**config.mk**
```make
export PLATFORM = sky130hd
export DESIGN_NAME = load_store_unit
export DESIGN_NICKNAME = d
export VERILOG_FILES = /design/src/rtl/load_store_unit.sv
export SDC_FILE = /design/constraint.sdc
export NUM_CORES = 1
export LEC_CHECK = 0
export CORE_UTILIZATION = 48
export CTS_CLUSTER_DIAMETER = 30
export CTS_CLUSTER_SIZE = 30
export DETAILED_ROUTE_END_ITERATION = 12
export PLACE_DENSITY_LB_ADDON = 0.3
export SYNTH_ARGS = -nofsm -noshare
export SYNTH_HDL_FRONTEND = slang
export SYNTH_SLANG_ARGS = --single-unit
```
**constraint.sdc**
```tcl
create_clock -name clk -period 6.35 [get_ports clk]
set_input_delay 0.635 -clock clk [delete_from_list [all_inputs] [get_ports clk]]
set_output_delay 0.635 -clock clk [all_outputs]
set_load 0.01 [all_outputs]
```
**src/rtl/load_store_unit.sv**
```systemverilog
// Load/store unit: accepts one execute-stage memory request at a time, validates it,
// and sequences the data-memory bus through the synchronous-read cycle to writeback.
//
// state     | meaning
// ----------+-----------------------------------------------------------
// IDLE      | req_ready high, waiting for a request
// ACCESS    | mem_en high, address/data presented, store written here
// LOAD_WAIT | mem_en held, memory output valid, captured at the edge
// DONE      | rsp_valid pulse with fault code, address and load data
module load_store_unit #(
  parameter logic [11:0] MAIN_REGION = 12'h800,
  parameter logic [11:0] SPEC_REGION = 12'h001
) (
  input  logic        clk,
  input  logic        rst_n,
  input  logic        req_valid,
  output logic        req_ready,
  input  logic        req_store,
  input  logic [2:0]  req_funct3,
  input  logic [31:0] req_base,
  input  logic [31:0] req_offset,
  input  logic [31:0] req_wdata,
  output logic        rsp_valid,
  output logic [31:0] rsp_rdata,
  output logic [1:0]  rsp_fault,
  output logic [31:0] rsp_addr,
  output logic        mem_en,
  output logic        mem_we,
  output logic        mem_se,
  output logic [1:0]  mem_bs,
  output logic [31:0] mem_addr,
  output logic [31:0] mem_wdata,
  input  logic [31:0] mem_rdata
);

  typedef enum logic [1:0] {
    IDLE      = 2'd0,
    ACCESS    = 2'd1,
    LOAD_WAIT = 2'd2,
    DONE      = 2'd3
  } state_t;

  localparam logic [1:0] FAULT_OK    = 2'b00;
  localparam logic [1:0] FAULT_ALIGN = 2'b01;
  localparam logic [1:0] FAULT_MAP   = 2'b10;
  localparam logic [1:0] FAULT_F3    = 2'b11;

  state_t      state_q, state_d;
  logic        accept;
  logic [31:0] ea;
  logic        f3_illegal;
  logic        misaligned;
  logic        unmapped;
  logic [1:0]  fault_d;
  logic [1:0]  bs_d;

  logic [31:0] ea_q;
  logic        store_q;
  logic [1:0]  fault_q;
  logic [31:0] rdata_q;
  logic [31:0] mem_addr_q;
  logic [31:0] mem_wdata_q;
  logic [1:0]  mem_bs_q;
  logic        mem_se_q;

  assign accept = req_valid && req_ready;
  assign ea     = req_base + req_offset;

  // Request decode and fault classification, evaluated combinationally on the request.
  always_comb begin
    f3_illegal = 1'b0;
    misaligned = 1'b0;
    unmapped   = 1'b0;
    fault_d    = FAULT_OK;
    bs_d       = 2'b11;

    if (req_store)
      f3_illegal = (req_funct3 >= 3'b011);
    else
      f3_illegal = (req_funct3 == 3'b011) || (req_funct3[2:1] == 2'b11);

    misaligned = ((req_funct3[1:0] == 2'b01) && ea[0]) ||
                 ((req_funct3[1:0] == 2'b10) && (ea[1:0] != 2'b00));

    unmapped = (ea[31:20] != MAIN_REGION) && (ea[31:20] != SPEC_REGION);

    if (f3_illegal)
      fault_d = FAULT_F3;
    else if (misaligned)
      fault_d = FAULT_ALIGN;
    else if (unmapped)
      fault_d = FAULT_MAP;

    case (req_funct3[1:0])
      2'b00:   bs_d = 2'b01;
      2'b01:   bs_d = 2'b10;
      default: bs_d = 2'b11;
    endcase
  end

  always_ff @(posedge clk or negedge rst_n) begin
    if (!rst_n)
      state_q <= IDLE;
    else
      state_q <= state_d;
  end

  always_comb begin
    state_d = state_q;
    case (state_q)
      IDLE: begin
        if (accept)
          state_d = (fault_d != FAULT_OK) ? DONE : ACCESS;
      end
      ACCESS:    state_d = store_q ? DONE : LOAD_WAIT;
      LOAD_WAIT: state_d = DONE;
      DONE:      state_d = IDLE;
      default:   state_d = IDLE;
    endcase
  end

  // req_ready is gated by rst_n so it reads 0 for the whole reset window.
  always_comb begin
    req_ready = 1'b0;
    mem_en    = 1'b0;
    mem_we    = 1'b0;
    rsp_valid = 1'b0;
    case (state_q)
      IDLE:      req_ready = rst_n;
      ACCESS: begin
        mem_en = 1'b1;
        mem_we = store_q;
      end
      LOAD_WAIT: mem_en = 1'b1;
      DONE:      rsp_valid = 1'b1;
      default: ;
    endcase
  end

  // Memory-side address/size/extension only move for requests that reach the bus,
  // so they keep their last driven values across faulting requests.
  always_ff @(posedge clk or negedge rst_n) begin
    if (!rst_n) begin
      ea_q        <= '0;
      store_q     <= 1'b0;
      fault_q     <= FAULT_OK;
      rdata_q     <= '0;
      mem_addr_q  <= '0;
      mem_wdata_q <= '0;
      mem_bs_q    <= 2'b00;
      mem_se_q    <= 1'b0;
    end else begin
      if (accept) begin
        ea_q    <= ea;
        store_q <= req_store;
        fault_q <= fault_d;
        rdata_q <= '0;
        if (fault_d == FAULT_OK) begin
          mem_addr_q  <= ea;
          mem_wdata_q <= req_wdata;
          mem_bs_q    <= bs_d;
          mem_se_q    <= ~req_funct3[2];
        end
      end else if (state_q == LOAD_WAIT) begin
        rdata_q <= mem_rdata;
      end
    end
  end

  assign mem_addr  = mem_addr_q;
  assign mem_wdata = mem_wdata_q;
  assign mem_bs    = mem_bs_q;
  assign mem_se    = mem_se_q;

  assign rsp_rdata = rdata_q;
  assign rsp_fault = fault_q;
  assign rsp_addr  = ea_q;

endmodule

```
; Yosys cells after proc, flatten, opt, wreduce, memory -nomap -nowiden
; Index checks and enable logic that the tools add are counted.
[op_classes]
n_bitwise = 1
mux = 15
eq_ne = 10
order_cmp = 1
n_addsub = 1
n_reduce_logical = 14
[ops]
columns = operator, count
row1 = $mux 32, 2
row2 = $add 32x32->32, 1
row3 = $ne 12x1->1 const B, 1
row4 = $ne 12x12->1 const B, 1
row5 = $mux 2, 5
row6 = $eq 2x2->1 const B, 4
row7 = $pmux 2 s4, 1
row8 = $logic_not 2->1, 3
row9 = $mux 1, 6
row10 = $reduce_bool 2->1, 3
row11 = $eq 2x1->1 const B, 2
row12 = $logic_and 1x1->1, 4
row13 = $pmux 2 s2, 1
row14 = $eq 3x2->1 const B, 1
row15 = $ge 3x2->1 const B, 1
row16 = $logic_or 1x1->1, 2
row17 = $ne 2x2->1 const B, 1
row18 = $reduce_and 2->1, 1
row19 = $reduce_or 2->1, 1
row20 = $not 1->1, 1
[word_totals]
register_bits = 136
out_inout_bits = 137
wordCells = 51

; Depth between registers and ports, before layout
[logic_depth]
word_depth = 10
ltp_mapped = 14
mapped_depth_nobuf = 12

; Least setup slack after synthesis
; No wires, ideal clock.
[synth_path]
kind = input to register
startpoint = in req_base[0]
endpoint = reg mem_addr_q[10], in the netlist mem_addr[10]
arrival_time_ps = 3307
required_ps = 6225
setup_ps = 125
slack_ps = 2917
stages = 14
n_path_buf = 2
cell_sequence = ha_1 inv_1 fa_1 nand2b_1 a21oi_1 o21ai_0 o211ai_1 a21oi_1 xnor2_1 xor2_1 nand4_2 buf_6 buf_6 mux2_4
[synth_between]
elab_chain_len = 8
word_cells_on_any_way = 13
[synth_rtl]
columns = element, line
row1 = "start, declared", 20  ; input logic [31:0] req_base,
row2 = $add 32x32->32 (*), 67  ; assign ea = req_base + req_offset;
row3 = $ne 12x12->1 (tied with other cells), 85  ; unmapped = (ea[31:20] != MAIN_REGION) && (ea[31:20] != SPEC_REGION);
row4 = "$logic_and 1x1->1, on equally long branches", "85, 83"
row5 = $mux 2 or $logic_or 1x1->1 (tied branches), "91, 82"
row6 = $mux 2, 89  ; else if (misaligned)
row7 = $mux 2, 87  ; if (f3_illegal)
row8 = $logic_not 2->1, 158  ; if (fault_d == FAULT_OK) begin
row9 = $reduce_and 2->1 (no source line), --
row10 = "end signal, assigned", 148  ; mem_addr_q <= '0;
row11 = "end signal, assigned", 159  ; mem_addr_q <= ea;
row12 = "end, declared", 61  ; logic [31:0] mem_addr_q;
; Mark *: on every way between the ends. The rest lies on a longest branch, timed or not.
; A chain may end at the register's enable or synchronous reset.

; Worst setup path after layout
[layout_path]
startpoint = in req_base[0]
endpoint = reg mem_addr_q[3], in the netlist mem_addr[3]
; The elaborated chain is that of the path after synthesis.

==> metrics.md <==
| Metric | Value |
|---|---|
| Dpl cells | 1,127 |
| Placer Congestion | 0.895 |
| Period utilization | 69.9% |
| Achievable clock frequency | 225 MHz |
| Critical Path AT | 4.73 ns |
| Postcts setup bufs | 0 |
| Avg Inst Size Synth | 10.3 um2 |
| Post-layout util | 73.0% |
| Ys async rst share | 100% |
| Layout area overhead | 47.4% |
| Starting DRT DRC Count | 359 |
| Root Driver | clkbuf_16 |
| Required @ worst endpoint | 6.64 ns |
| Mean routed wirelength per cell | 16.7 um |
| Critical path peak fanout | 67 |
| Residual DRC | 0 |
| Final Hold Fails | 0 |
| Total power | 3520 uW |
| Hold Path Class | primary input to asynchronous set/reset pin |
| Total track usage | 25.6% |
| Pin count of the biggest net entering global routing | 82 |
| Area leader, netlist | dfrtp_1 |
| Clock network power share | 28.4% |
| Status | finished clean |
| Fin Clk Skew | 0.00818 ns |
| First-pass DRT Iterations | 4 |
| Reg2Reg Depth | 7 |
| Vias per cell | 5.31 |
| Flops & latches, synth | 136 |
| Cell with the most instances after synthesis | dfrtp_1 |
| Switching Share | 31.9% |
| R2r endpoint | mem_addr[3] |
| Starting density of the core | 49.5% |
| CTS tree | built |
| Layout cells sized above 1 | 10.8% |
| Diodes inserted | 0 |
| Final net count | 1,134 |
| Core ar. | 0.0146 mm2 |
| Clock Tree Buf Depth | 2 |
| Post-synth net total | 874 |
| Register area | 0.00340 mm2 |
| Distinct cells, synth | 57 |
| EDFF count, synth | 0 |
| IO buf count | 271 |
| Top FF cell, synth | dfrtp_1 |
| Die W | 125 um |
| Fillers | 1,036 |
| Gr ovfl total | 0 |
| Area of the multi-input gates | 0.00362 mm2 |
| Final Non-Filler Cells | 1,159 |
| FF-to-FF setup slack | 3.79 ns |
| Slew @ Worst Pin | 0.997 ns |
| Internal cell power | 2400 uW |
| Synth area leaders | dfrtp_1 47%, ha_1 6.2%, mux2_2 6.2%, nand2_1 5.8%, mux2i_1 5.0% |
| CP Class | primary input to flop |
| I/O Pins | 272 |
| Worst setup SP type | primary input |
| Antenna violations before repair | 0 |
| Leak | 0.00493 uW |
| Reg clk slew, reported paths | 0.06 ns |
| Row Count | 44 |
| Vias | 6,154 |
| Total wire length | 19.4 mm |
| Metal-1 WL | 8.34 mm |
| Psw | 1130 uW |
| First-pass GRT wire length | 31.5 mm |
| Post_cts resized | 0 |
| Area of the mapped netlist | 0.00723 mm2 |
| Setup violators final | 0 |
| Seq/Total Area, Yosys | 47.1% |
| Detailed Place HPWL | 14.2 mm |
| Area share of the largest cell type after synthesis | 47.1% |
| PwrDens | 331 mW/mm2 |
| Fin crit period | 4.44 ns |
| Cells after Synth | 702 |
| CP Capture Type | flop |
| Synth Warn # | 0 |
| Hold-fix buffers, CTS | 0 |
| Unrepaired setup endpoints after global routing | no |
| Met2 WL post-DR | 9.29 mm |
| Number of global-route vias before repair | 6,104 |
| Die area | 0.0156 mm2 |
| Synth cell count leaders | 136 x dfrtp_1, 112 x nand2_1, 58 x nor2_1, 40 x mux2_2 |
| Slew headroom | 33.5% |
| Htree depth | 4 |
| MaxCap Viol Count | 0 |
| Slew Viols, Final | 0 |
| Gate power share | 37.5% |
| Vert. Die Dim | 125 um |
| Reg2reg start | state_q[1] |
| Maximum VDD drop | 222 uV |
| Metal3 WL | 1.16 mm |
| Final TNS setup | 0 ns |
| Sequential share of power | 34.1% |
| Clk Latency, worst-skew pair | 0.41 ns |
| Num CTS Buffers | 17 |
| ANT nets after route | 0 |
| Highest metal used | met4 |
| Clk sinks | 136 |
-- cell type report --
class | count | area share [%]
inverter | 13 | 0.458
sequential | 136 | 31.9
tap | 184 | 2.16
clock buffer | 17 | 3.99
timing repair buffer | 275 | 25.8
multi-input combinational | 519 | 34.0
clock inverter | 15 | 1.67
-- layer usage --
metal  GRT usage (%)  vias up
met4            10.8        0
li1                -     2963
met2            41.5      231
met5               0        -
met1            32.8     2923
met3            5.76       37
-- cell usage in the layout, fill, tap and decap left out, types with 5 or more instances in the layout --
master           synthesis  layout
xnor2_1                 13      13
a21oi_1                 36      36
nand4_1                  8       8
xor2_1                  11      11
clkdlybuf4s50_1          0     270
mux2_2                  40      40
o31ai_1                  5       5
o211ai_1                 5       5
mux2i_1                 36      36
mux2_4                  17      17
dfrtp_1                136     136
inv_1                   13      13
nor2_1                  58      58
and2_1                  19      19
ha_1                    36      35
o21ai_0                 21      21
clkbuf_16                0      17
a21o_1                   8       8
o21ai_1                  7       7
nor2b_1                  5       5
nand3_1                 14      14
nand2_1                112     112
nor3_1                  13      13
-- worst max-delay path: stages --
cell and delay [ns]:
clkdlybuf4s50_1 0.47, ha_1 0.20, inv_1 0.07, fa_1 0.39, nand2b_1 0.19, a21oi_1 0.30, o21ai_0 0.15, o211ai_1 0.37
a21oi_1 0.14, xnor2_1 0.28, xor2_1 0.19, nand4_4 0.13, buf_4 0.72, mux2_2 0.41
-- how the worst max path moves through the flow --
stage                  start       endpoint  slack [ns]  cells after the start
5_1_grt        req_offset[0]      mem_bs[0]        1.65                     14
3_5_place_dp     req_base[0]  mem_wdata[23]        1.55                     14
3_3_place_gp     req_base[0]    mem_addr[2]        1.66                     14
6_report         req_base[0]    mem_addr[3]        1.91                     14
2_1_floorplan    req_base[0]   mem_addr[10]        2.92                     14
4_1_cts          req_base[0]  mem_wdata[20]        1.97                     14
-- sequential cells by signal, indices dropped and copies added, names as in the netlist --
signal,count
store_q,1
rsp_fault,2
mem_se,1
rsp_addr,32
mem_wdata,32
mem_bs,2
state_q,2
rsp_rdata,32
mem_addr,32
-- metrics by stage --
step                      cell area [um2]  setup WS (ns)  hold WS (ns)
after detailed placement            10100           1.55         0.463
final                               10700           1.91         0.229
after CTS                           10700           1.97         0.279
after global routing                10700           1.65         0.298
after floorplan                      7230           2.92         0.339
after global placement              10100           1.66         0.457
-- power by group through the flow --
stage	Combinational, uW	Sequential [uW]	Clock, uW
floorplan	547	1300	0
global placement	1300	1210	0
detailed placement	1320	1210	0
CTS	1330	1200	1020
global route	1430	1230	1060
finish	1320	1200	1000
-- cells by family after synthesis --
kind of cell,share of synthesized area (%)
AO/OA/AOI/OAI,10.4
multiplexers,14.7
XOR/XNOR,2.91
adder cells (fa/ha/maj),6.51
buffers and inverters,2.94
AND/OR/NAND/NOR,15.5
flip-flops,47.1
(Power assumes the default switching activity.)
